File: config.mk
export PLATFORM = sky130hd
export DESIGN_NAME = uart_tx_sched
export DESIGN_NICKNAME = d
export VERILOG_FILES = /design/src/rtl/uart_tx_sched.sv
export SDC_FILE = /design/constraint.sdc
export NUM_CORES = 1
export LEC_CHECK = 0
export ABC_AREA = 0
export ABC_CLOCK_PERIOD_IN_PS = 2250
export BUFFER_PORTS_ARGS = -buffer_cell sky130_fd_sc_hd__buf_2
export CORE_UTILIZATION = 49
export CTS_CLUSTER_DIAMETER = 120
export CTS_CLUSTER_SIZE = 14
export DETAILED_ROUTE_END_ITERATION = 7
export PLACE_DENSITY = 0.77
export SLEW_MARGIN = 5
export SYNTH_ARGS = -nofsm -noshare
export SYNTH_HDL_FRONTEND = slang
export SYNTH_SLANG_ARGS = --single-unit
File: constraint.sdc
create_clock -name i_Clock -period 2.25 [get_ports i_Clock]
set_input_delay 0 -clock i_Clock [delete_from_list [all_inputs] [get_ports i_Clock]]
set_output_delay 0 -clock i_Clock [all_outputs]
set_load 0.1 [all_outputs]
File: src/rtl/uart_tx_sched.sv
// rtl/uart_tx_sched.sv - message-level round-robin scheduler sharing one UART transmitter
// A requester owns the transmitter for a whole message; bytes are paced on the done edge.
module uart_tx_sched #(
    parameter int NUM_REQ      = 4,
    parameter int GAP_CLKS     = 16,
    parameter int TIMEOUT_CLKS = 65536
) (
    input  logic                 i_Clock,
    input  logic                 i_Reset,
    input  logic [NUM_REQ-1:0]   i_Req,
    input  logic [8*NUM_REQ-1:0] i_Req_Byte,
    input  logic [NUM_REQ-1:0]   i_Req_Last,
    output logic [NUM_REQ-1:0]   o_Req_Ack,
    output logic [NUM_REQ-1:0]   o_Grant,
    output logic                 o_Busy,
    output logic                 o_Error,
    output logic                 o_TX_DV,
    output logic [7:0]           o_TX_Byte,
    input  logic                 i_TX_Active,
    input  logic                 i_TX_Done
);

    localparam int PW = (NUM_REQ > 1) ? $clog2(NUM_REQ) : 1;
    localparam int TW = $clog2(TIMEOUT_CLKS + 1);
    localparam int GW = (GAP_CLKS > 0) ? $clog2(GAP_CLKS + 1) : 1;

    localparam logic [TW-1:0] TMO_LAST = TW'(TIMEOUT_CLKS - 1);
    localparam logic [GW-1:0] GAP_LAST = GW'((GAP_CLKS > 0) ? (GAP_CLKS - 1) : 0);

    localparam logic [1:0] S_IDLE      = 2'd0;
    localparam logic [1:0] S_LOAD      = 2'd1;
    localparam logic [1:0] S_WAIT_DONE = 2'd2;
    localparam logic [1:0] S_GAP       = 2'd3;

    logic [1:0]         r_state;
    logic [PW-1:0]      r_ptr;
    logic [PW-1:0]      r_gidx;
    logic               r_last;
    logic [TW-1:0]      r_tmo;
    logic [GW-1:0]      r_gap;
    logic               r_done_prev;
    logic [NUM_REQ-1:0] r_grant;
    logic [NUM_REQ-1:0] r_ack;
    logic               r_busy;
    logic               r_err;
    logic               r_dv;
    logic [7:0]         r_byte;

    logic               w_done_rise;
    logic               w_pick_vld;
    logic [PW-1:0]      w_pick_idx;
    logic [NUM_REQ-1:0] w_pick_oh;
    logic [PW:0]        w_sum;
    logic [PW-1:0]      w_cand;
    logic [PW-1:0]      w_ptr_next;
    logic [7:0]         w_sel_byte;

    assign w_done_rise = i_TX_Done & ~r_done_prev;
    assign w_pick_oh   = NUM_REQ'(1) << w_pick_idx;
    assign w_ptr_next  = (r_gidx == PW'(NUM_REQ - 1)) ? '0 : r_gidx + 1'b1;
    assign w_sel_byte  = i_Req_Byte[{r_gidx, 3'b000} +: 8];

    // Scan offsets from the highest down so the nearest requester at or above the pointer wins.
    always_comb begin
        w_pick_vld = 1'b0;
        w_pick_idx = '0;
        w_sum      = '0;
        w_cand     = '0;
        for (int i = NUM_REQ - 1; i >= 0; i--) begin
            w_sum = {1'b0, r_ptr} + (PW+1)'(i);
            if (w_sum >= (PW+1)'(NUM_REQ)) begin
                w_sum = w_sum - (PW+1)'(NUM_REQ);
            end
            w_cand = w_sum[PW-1:0];
            if (i_Req[w_cand]) begin
                w_pick_vld = 1'b1;
                w_pick_idx = w_cand;
            end
        end
    end

    always_ff @(posedge i_Clock or posedge i_Reset) begin
        if (i_Reset) begin
            r_state     <= S_IDLE;
            r_ptr       <= '0;
            r_gidx      <= '0;
            r_last      <= 1'b0;
            r_tmo       <= '0;
            r_gap       <= '0;
            r_done_prev <= 1'b0;
            r_grant     <= '0;
            r_ack       <= '0;
            r_busy      <= 1'b0;
            r_err       <= 1'b0;
            r_dv        <= 1'b0;
            r_byte      <= '0;
        end else begin
            r_done_prev <= i_TX_Done;
            r_dv        <= 1'b0;
            r_ack       <= '0;
            r_err       <= 1'b0;
            case (r_state)
                S_IDLE: begin
                    if (w_pick_vld && !i_TX_Active) begin
                        r_grant <= w_pick_oh;
                        r_gidx  <= w_pick_idx;
                        r_busy  <= 1'b1;
                        r_state <= S_LOAD;
                    end
                end
                S_LOAD: begin
                    r_dv    <= 1'b1;
                    r_byte  <= w_sel_byte;
                    r_ack   <= r_grant;
                    r_last  <= i_Req_Last[r_gidx];
                    r_tmo   <= '0;
                    r_state <= S_WAIT_DONE;
                end
                S_WAIT_DONE: begin
                    // A done edge in the same clock as the timeout takes precedence.
                    if (w_done_rise) begin
                        if (!r_last && i_Req[r_gidx]) begin
                            r_state <= S_LOAD;
                        end else begin
                            r_err   <= ~r_last;
                            r_ptr   <= w_ptr_next;
                            r_grant <= '0;
                            r_gap   <= '0;
                            r_state <= S_GAP;
                        end
                    end else if (r_tmo == TMO_LAST) begin
                        r_err   <= 1'b1;
                        r_ptr   <= w_ptr_next;
                        r_grant <= '0;
                        r_gap   <= '0;
                        r_state <= S_GAP;
                    end else begin
                        r_tmo <= r_tmo + 1'b1;
                    end
                end
                S_GAP: begin
                    if (r_gap == GAP_LAST) begin
                        r_busy  <= 1'b0;
                        r_state <= S_IDLE;
                    end else begin
                        r_gap <= r_gap + 1'b1;
                    end
                end
                default: begin
                    r_grant <= '0;
                    r_busy  <= 1'b0;
                    r_state <= S_IDLE;
                end
            endcase
        end
    end

    assign o_Req_Ack = r_ack;
    assign o_Grant   = r_grant;
    assign o_Busy    = r_busy;
    assign o_Error   = r_err;
    assign o_TX_DV   = r_dv;
    assign o_TX_Byte = r_byte;

endmodule

==> impl_metrics.tcl, run 1 <==
set metrics [dict create \
    synth.most_common_cell "dfrtp_1" \
    die_x_um 76.20 \
    worst_slew_pin_slew_ns 0.5296 \
    status "finished clean" \
    slew_violations 0 \
    die_area_sq_um 5806 \
    dp_hpwl_mm 4.693 \
    met3_length_um 399 \
    min_period_ns 2.229 \
    fmax_mhz 448.7 \
    rsz0062_at_grt "yes" \
    multi_input_area_sq_um 1425 \
    holdPathStages 4 \
    syn_nets 312 \
    ir_worst_vdd_uv 1067 \
    pin_count 63 \
    setup_viol 0 \
    synth_seq_cells 49 \
    cts_buffer_depth 2 \
    tritoncts "built" \
    port_buffers 62 \
    netlist_area_sq_um 2698 \
    route.met2.wl_mm 3.314 \
    endpoint_kind "flop" \
    skew_ns 0.004559 \
    wire_per_inst_um 15.80 \
    yosysWarnings 0 \
    grt_use_total 0.2382 \
    p_leak_nw 1.649 \
    top_layer_used "met4" \
    relSlewSlack 0.6448 \
    holdWs_ns 0.02798 \
    vias_per_cell 5.755 \
    critPathLaunchType "flop" \
    synth_cells 263 \
    seqCellArea_sq_um 1226 \
    ys_seq_area_frac 0.4545 \
    finalCritPeriodShare 0.9905 \
    drt_iter0_drc 197 \
    crit_required_ns 2.44 \
    drtPass1Iterations 5 \
    postSynthAreaPerCell_sq_um 10.26 \
    clock-sinks 49 \
    synth_common_cells "49 x dfrtp_1, 45 x nand2_1, 13 x inv_1" \
    antenna_left 0 \
    r2r_cells 8 \
    grt_max_degree 23 \
    fp-row-count 26 \
    synth_edf_count 0 \
    worstSkewPairLatency_ns 0.30 \
    core_sq_um 5205 \
    vias 2377 \
    synthTopCellsByArea "dfrtp_1 45%, mux4_2 8.3%, nand2_1 6.3%" \
    synth.distinct_cells 48 \
    synth_top_area_frac 0.4545 \
    grt_overflow 0 \
    die-height_um 76.20 \
    drcViolationCount 0 \
    htreeDepth 2 \
    hold_class "in -> reg" \
    final_layout_size_suffix_gt1_frac 0.3499 \
    powerDensity_nw_per_um2 1330 \
    crit_fanout 5 \
    synthArstFlopShare 1.000 \
    post-place-ws_ns 0.02482 \
    antenna_found_initial 0 \
    clkSlewWorstSetupHoldPaths_ns 0.08 \
    final_nets 392 \
    ys.flop_type "dfrtp_1" \
    worstSetupPathType "reg -> reg" \
    grt_pass1_wl_mm 11.08 \
    min_delay_worst_endpoint "o_Busy" \
    grt_pass1_vias 2413 \
    syn2layout_area_growth_pct 24.63 \
    m1WireLength_mm 2.763 \
    rrSetupSlack_ns 0.02 \
    cts_buffers 5 \
    hold_viol 0 \
    yosys.area.top_type "dfrtp_1" \
    r2r-start "r_tmo[1]" \
    finalWorstSetupSlack_ns 0.02129 \
    cap_viol_max_count 0 \
    fillers 407 \
    critPathArrivalTime_ns 2.42 \
    place.gp.congestion 0.8625 \
    start_util 0.5183 \
    r2r_end "r_ptr[1]" \
    diodes 0 \
    root_buffer "clkbuf_8" \
    finalWirelength_mm 6.526 \
    hp-start "i_TX_Active" \
]
[layout by cell type, fill, tap and decap left out, drive strengths merged, types with 7 or more instances in the layout]
cell type,Yosys,layout
a21oi,7,7
buf,2,82
clkbuf,9,7
dfrtp,49,49
inv,14,14
mux2i,9,9
mux4,10,10
nand2,45,45
nand2b,11,11
nand3,7,7
nand4,8,8
nor2,10,10
o21ai,7,7
o31ai,11,11
[power by group]
group          total (mW)  internal, mW  leakage (nW)  switching, mW
clock               0.524         0.244        0.0443          0.279
combinational        2.46         0.782         0.979           1.67
sequential           1.49          1.20         0.626          0.292
total                4.47          2.22          1.65           2.25
[through the flow]
step                      power [mW]  cells  TNS [ns]  instance area [sq um]  utilization
after CTS                      4.357    410         0                   3278       0.6298
after detailed placement       3.834    400         0                   3164       0.6079
after global routing           4.748    413   -0.4901                   3362       0.6459
after floorplan                3.310    263         0                   2701            -
final                          4.470    413         0                   3362       0.6459
after global placement         3.769    400         0                   3164       0.6079
[critical path, stage by stage (launching register included)]
cell,delay [ns]
dfrtp_1,0.40
ha_2,0.21
and3_4,0.18
nand2_1,0.07
nor4_2,0.19
ha_2,0.29
inv_1,0.07
a221o_2,0.39
mux2_1,0.32
[routing by layer]
layer  up-vias  GRT usage
met5         -          0
met4         0    0.06154
met3         6    0.05150
met2        88     0.3991
met1      1158     0.3153
li1       1125          -
[sequential cells by signal, summed over array words and instances (netlist names)]
name / count
r_tmo: 17
o_Req_Ack: 4
o_TX_DV: 1
o_TX_Byte: 8
o_Busy: 1
r_gap: 5
r_state: 2
r_gidx: 2
r_ptr: 2
o_Error: 1
o_Grant: 4
r_last: 1
r_done_prev: 1
[area by class of cell]
type / count / area share
sequential: 49 / 0.3647
multi-input combinational: 189 / 0.4239
clock buffer: 7 / 0.02568
tap: 70 / 0.02605
inverter: 14 / 0.01563
timing repair buffer: 84 / 0.1440
[what timing repair did]
action | CTS | global route
endpoints found under the hold margin | 50 | 0
setup buffers | 1 | 3
hold buffers | 2 | 0
resized for setup | 0 | 14
pin swaps | 1 | 2
endpoints found under the setup margin | 1 | 13
[kinds of logic (layout without fill, tap and decap cells)]
group / after synthesis / count (layout) / share of synthesized area
AND/OR/NAND/NOR: 111 / 111 / 0.2110
AO/OA/AOI/OAI: 50 / 50 / 0.1401
flip-flops: 49 / 49 / 0.4545
buffers and inverters: 25 / 105 / 0.03942
multiplexers: 21 / 21 / 0.1252
adder cells (fa/ha/maj): 5 / 5 / 0.02319
XOR/XNOR: 2 / 2 / 0.006495
[worst max-delay path by stage]
| stage | from | endpoint | slack (ns) | cells past startpoint |
|---|---|---|---|---|
| 2_1_floorplan | r_tmo[0] | r_ptr[1] | 0.0003 | 9 |
| 3_3_place_gp | r_tmo[1] | o_Grant[2] | 0.1 | 8 |
| 3_5_place_dp | r_tmo[1] | r_ptr[0] | 0.02 | 9 |
| 4_1_cts | r_tmo[1] | o_Grant[3] | 0.01 | 8 |
| 5_1_grt | r_tmo[1] | r_ptr[1] | -0.09 | 8 |
| 6_report | r_tmo[1] | r_ptr[1] | 0.02 | 8 |
Note: power is estimated with default switching activity, not from simulation.
==> run 2, diff against run 1 <==
==> constraint.sdc (replaced) <==
create_clock -name i_Clock -period 2.25 [get_ports i_Clock]
set_input_delay 0.1125 -clock i_Clock [delete_from_list [all_inputs] [get_ports i_Clock]]
set_output_delay 0.1125 -clock i_Clock [all_outputs]
set_load 0.1 [all_outputs]
==> run 2 against run 1 <==
Global-route usage is 0.14 points lower. Critical endpoint is now r_tmo[5]. Largest cell class unchanged. Design area down 2.2%. Sequential power is essentially flat. Via count shrank 0.42%.
==> impl_metrics.tcl, run 2 (synthesis gave the netlist of run 1 again) <==
set metrics [dict create \
    status "finished clean" \
    fmax_mhz 471.7 \
    vias_per_cell 5.745 \
    mostFrequentLayoutCell "buf_2" \
    final_nets 390 \
    antenna_found_initial 0 \
    tritoncts "built" \
    p_leak_nw 1.627 \
    clock-sinks 49 \
    grt_pass1_wl_mm 11.03 \
    worstSkewPairLatency_ns 0.30 \
    crit_slowest_cell "dfrtp_1" \
    clkSlewWorstSetupHoldPaths_ns 0.09 \
    grt_max_degree 33 \
    syn2layout_area_growth_pct 21.89 \
    drtPass1Iterations 4 \
    endpoint_kind "flop" \
    path_delay_family "compound AO/OA/AOI/OAI gates" \
    diodes 0 \
    final_layout_size_suffix_gt1_frac 0.3246 \
    setup_viol 0 \
    cts_buffers 5 \
    finalWirelength_mm 6.359 \
    largest_reg_flops 17 \
    place.gp.congestion 0.8783 \
    crit_chain "ha_2, and3_1, nand2_1, nor4_2, ha_2, buf_4, o31ai_1, buf_4, a31oi_1, a41o_1" \
    min_period_ns 2.120 \
    cts_buffer_depth 2 \
    worstSetupPathType "reg -> reg" \
    die_x_um 76.20 \
    finalWorstSetupSlack_ns 0.1302 \
    pin_count 63 \
    die_area_sq_um 5806 \
    cp_slowest_stage_delay_ns 0.39 \
    grt_pass1_vias 2382 \
    powerDensity_nw_per_um2 1326 \
    vias 2367 \
    antenna_left 0 \
    ir_worst_vdd_uv 965.5 \
    critPathLaunchType "flop" \
    slew_violations 0 \
    relSlewSlack 0.5692 \
    skew_ns 0.008585 \
    critPathArrivalTime_ns 2.31 \
    cap_viol_max_count 0 \
    rsz0062_at_grt "yes" \
    rrSetupSlack_ns 0.13 \
    fp-row-count 26 \
    die-height_um 76.20 \
    worst_slew_pin_slew_ns 0.6452 \
    power_mw 4.359 \
    hold_class "in -> reg" \
    start_util 0.5183 \
    drcViolationCount 0 \
    grt_use_total 0.2368 \
    grt_overflow 0 \
    crit_fanout 12 \
    root_buffer "clkbuf_8" \
    hold_viol 0 \
    post-place-ws_ns -0.02149 \
    drt_iter0_drc 156 \
    finalCritPeriodShare 0.9421 \
    port_buffers 62 \
    wire_per_inst_um 15.43 \
    crit_required_ns 2.44 \
    path_buf_inv 2 \
    place_area_sq_um 3164 \
    dp_hpwl_mm 4.735 \
    layout_common_cells "62 x buf_2, 49 x dfrtp_1, 45 x nand2_1, 18 x buf_4, 12 x inv_1" \
    tns_ns 0 \
    regMostFlops "r_tmo" \
    htreeDepth 2 \
    core_sq_um 5205 \
    post-route-cell-area_sq_um 3288 \
]
==> run 2: changes by cell type in the layout (fill, tap and decap cells not counted), sizes merged <==
cell    change
clkbuf      +1
buf         -2
==> run 2: what timing repair did <==
action / in CTS / in global routing
setup buffers: 1 / 1
hold buffers: 2 / 0
pin swaps: 1 / 1
hold endpoints to repair: 31 / 0
endpoints found under the setup margin: 3 / 13
gates resized for setup: 0 / 3
==> run 2: final cells by class <==
| type | count | area, sq um |
|---|---|---|
| multi-input combinational | 189 | 1376 |
| clock buffer | 8 | 80.08 |
| fill | 440 | 1917 |
| timing repair buffer | 82 | 465.4 |
| inverter | 14 | 52.55 |
| sequential | 49 | 1226 |
| tap | 70 | 87.58 |
==> run 2: worst paths after layout <==
kind,startpoint,endpoint,cells after the start
setup / recovery,r_tmo[0],r_tmo[5],10
hold / removal,i_TX_Active,o_Busy,4
setup reg to reg,r_tmo[0],r_tmo[5],10
hold reg to reg,o_TX_Byte[5],o_TX_Byte[5],2
max in group asynchronous,i_Reset,r_gap[4],4
min in group asynchronous,i_Reset,r_tmo[4],3
==> run 2: power breakdown <==
part	internal, mW	total, mW	switching [mW]
clock network	0.221	0.498	0.277
logic	0.737	2.38	1.64
registers	1.20	1.48	0.282
==> run 2: layer usage <==
metal | vias to the layer above | track usage | wire length (um)
li1 | 1123 | - | -
met1 | 1154 | 0.3105 | 2766
met2 | 84 | 0.4064 | 3120
met3 | 6 | 0.04551 | 425
met4 | 0 | 0.05769 | 46
met5 | - | 0 | 0
==> run 2: tightest hold or removal path, stage by stage <==
cell and delay (ns):
buf_2 0.10, nor3_1 0.05, nor2_1 0.07, o21ai_0 0.08
==> run 2: metrics by stage <==
step                utilization  cells  hold slack [ns]
floorplan                     -    263           0.1439
global placement         0.6079    400           0.2453
detailed placement       0.6079    400           0.2461
CTS                      0.6286    411           0.1481
global route             0.6317    412           0.1869
finish                   0.6317    412           0.1642
==> run 3, diff against run 2 <==
- BUFFER_PORTS_ARGS: -buffer_cell sky130_fd_sc_hd__buf_2 -> -buffer_cell sky130_fd_sc_hd__buf_4
- REMOVE_ABC_BUFFERS: default -> 1
- SETUP_SLACK_MARGIN: default -> 0.05
==> run 3 against run 2 <==
Non-clock buffer count is 6 higher. Sequential share of layout area is 3.3 points lower. Critical path type unchanged. Critical path depth is 2 lower. Critical endpoint is now r_ptr[1]. Design area is 9.7% higher.
==> impl_metrics.tcl, run 3 (synthesis gave the netlist of run 1 again) <==
set metrics [dict create \
    holdWs_ns 0.1240 \
    tritoncts "built" \
    worst_slew_pin_slew_ns 0.6241 \
    worstSetupPathType "reg -> reg" \
    grt_use_total 0.2423 \
    crit_slowest_cell "a221o_2" \
    grt_pass1_vias 2490 \
    p_int_mw 2.466 \
    utilization 0.6928 \
    hold_class "in -> reg" \
    diodes 0 \
    layout_common_cells "84 x buf_4, 49 x dfrtp_1, 44 x nand2_1, 11 x inv_1, 11 x nand2b_1" \
    grt_overflow 0 \
    cap_viol_max_count 0 \
    root_buffer "clkbuf_8" \
    die-height_um 76.20 \
    powerDensity_nw_per_um2 1308 \
    regMostFlops "r_tmo" \
    p_sw_frac 0.4773 \
    finalWirelength_mm 6.596 \
    htreeDepth 2 \
    crit_chain "ha_2, and3_4, nand2_4, nor4_4, ha_4, inv_2, a221o_2, mux2_4" \
    crit_required_ns 2.45 \
    die_x_um 76.20 \
    status "finished clean" \
    antenna_left 0 \
    clock_power_share 0.140 \
    antenna_found_initial 0 \
    cp_slowest_stage_delay_ns 0.43 \
    final_layout_size_suffix_gt1_frac 0.3707 \
    post-place-ws_ns -0.1258 \
    finalCritPeriodShare 0.9885 \
    ir_worst_vdd_uv 832.3 \
    skew_ns 0.005750 \
    port_buffers 62 \
    path_buf_inv 1 \
    slew_violations 0 \
    critPathArrivalTime_ns 2.42 \
    fmax_mhz 449.6 \
    core_sq_um 5205 \
    finalWorstSetupSlack_ns 0.02598 \
    mostFrequentLayoutCell "buf_4" \
    p_leak_nw 1.768 \
    start_util 0.5183 \
    min_period_ns 2.224 \
    crit_fanout 5 \
    setup_viol 0 \
    grt_pass1_wl_mm 11.21 \
    worstSkewPairLatency_ns 0.31 \
    hold_viol 0 \
    final_nets 396 \
    pin_count 63 \
    drtPass1Iterations 4 \
    drcViolationCount 0 \
    clock-sinks 49 \
    critPathLaunchType "flop" \
    syn2layout_area_growth_pct 33.67 \
    wire_per_inst_um 15.78 \
    die_area_sq_um 5806 \
    fp-row-count 26 \
    vias_per_cell 5.699 \
    switchingPower_mw 2.252 \
    rsz0062_at_grt "yes" \
    largest_reg_flops 17 \
    dp_hpwl_mm 4.727 \
    path_delay_family "simple AND/OR/NAND/NOR gates" \
    cts_buffers 5 \
    endpoint_kind "flop" \
    cts_buffer_depth 2 \
    place.gp.congestion 0.8323 \
    share_comb_of_total_power 0.545 \
    drt_iter0_drc 104 \
    clkSlewWorstSetupHoldPaths_ns 0.09 \
    vias 2382 \
    relSlewSlack 0.5839 \
    grt_max_degree 50 \
    seqPwrFrac 0.314 \
]
-- run 3: cell count changes in the layout (fill, tap and decap cells not counted), moves of 2 or more --
cell      delta
o31ai_2      +2
buf_4       +66
o31ai_1      -3
buf_6        +2
buf_2       -62
clkbuf_1     -3
-- run 3: per-layer routing --
| layer | track usage | routed length (um) | up-vias |
|---|---|---|---|
| met5 | 0 | 0 | - |
| met1 | 0.2841 | 2619 | 1179 |
| met2 | 0.4400 | 3600 | 56 |
| met3 | 0.05389 | 318 | 7 |
| met4 | 0.07692 | 57 | 0 |
| li1 | - | - | 1140 |
-- run 3: worst paths after layout --
kind,startpoint,to,slack (ns),cells after the start
min reg2reg,o_TX_Byte[1],o_TX_Byte[1],0.48,2
max,r_tmo[0],r_ptr[1],0.03,8
max reg2reg,r_tmo[0],r_ptr[1],0.03,8
min,i_TX_Active,o_Busy,0.12,4
min in group asynchronous,i_Reset,o_Req_Ack[2],0.53,4
max in group asynchronous,i_Reset,r_ptr[0],1.30,4
-- run 3: power by group through the flow --
stage	combinational [mW]	clock (mW)	sequential (mW)
after floorplan	0.920	0	2.34
after global placement	2.38	0	1.48
after detailed placement	2.43	0	1.49
after CTS	2.48	0.676	1.47
after global routing	2.74	0.712	1.54
final	2.57	0.663	1.48
-- run 3: cell type report --
cell class,count,area [sq um]
fillers,396,1599
multi-input cells,189,1446
flip-flops and latches,49,1226
repair buffers,88,673.1
well taps,70,87.58
clock buffers,6,82.58
inverters,14,52.55
clock inverters,2,37.54
-- run 3: tightest hold or removal path, cell delays in order --
cell	delay, ns
buf_4	0.09
nor3_1	0.04
nor2_1	0.07
o21ai_0	0.07
-- run 3: what timing repair did --
item,4_1_cts,5_1_grt
endpoints found under the setup margin,14,22
hold endpoints to repair,50,0
hold buffers,2,0
pin swaps,1,7
setup buffers,4,2
resized for setup,2,20
gates cloned,0,1
-- run 3: stage by stage --
stage	instance area, sq um	TNS (ns)	instances	power (mW)
2_1_floorplan	2644	-1.693	252	3.257
3_3_place_gp	3324	0	401	3.863
3_5_place_dp	3324	-0.4957	401	3.922
4_1_cts	3503	0	415	4.628
5_1_grt	3606	-0.1011	418	4.992
6_report	3606	0	418	4.718
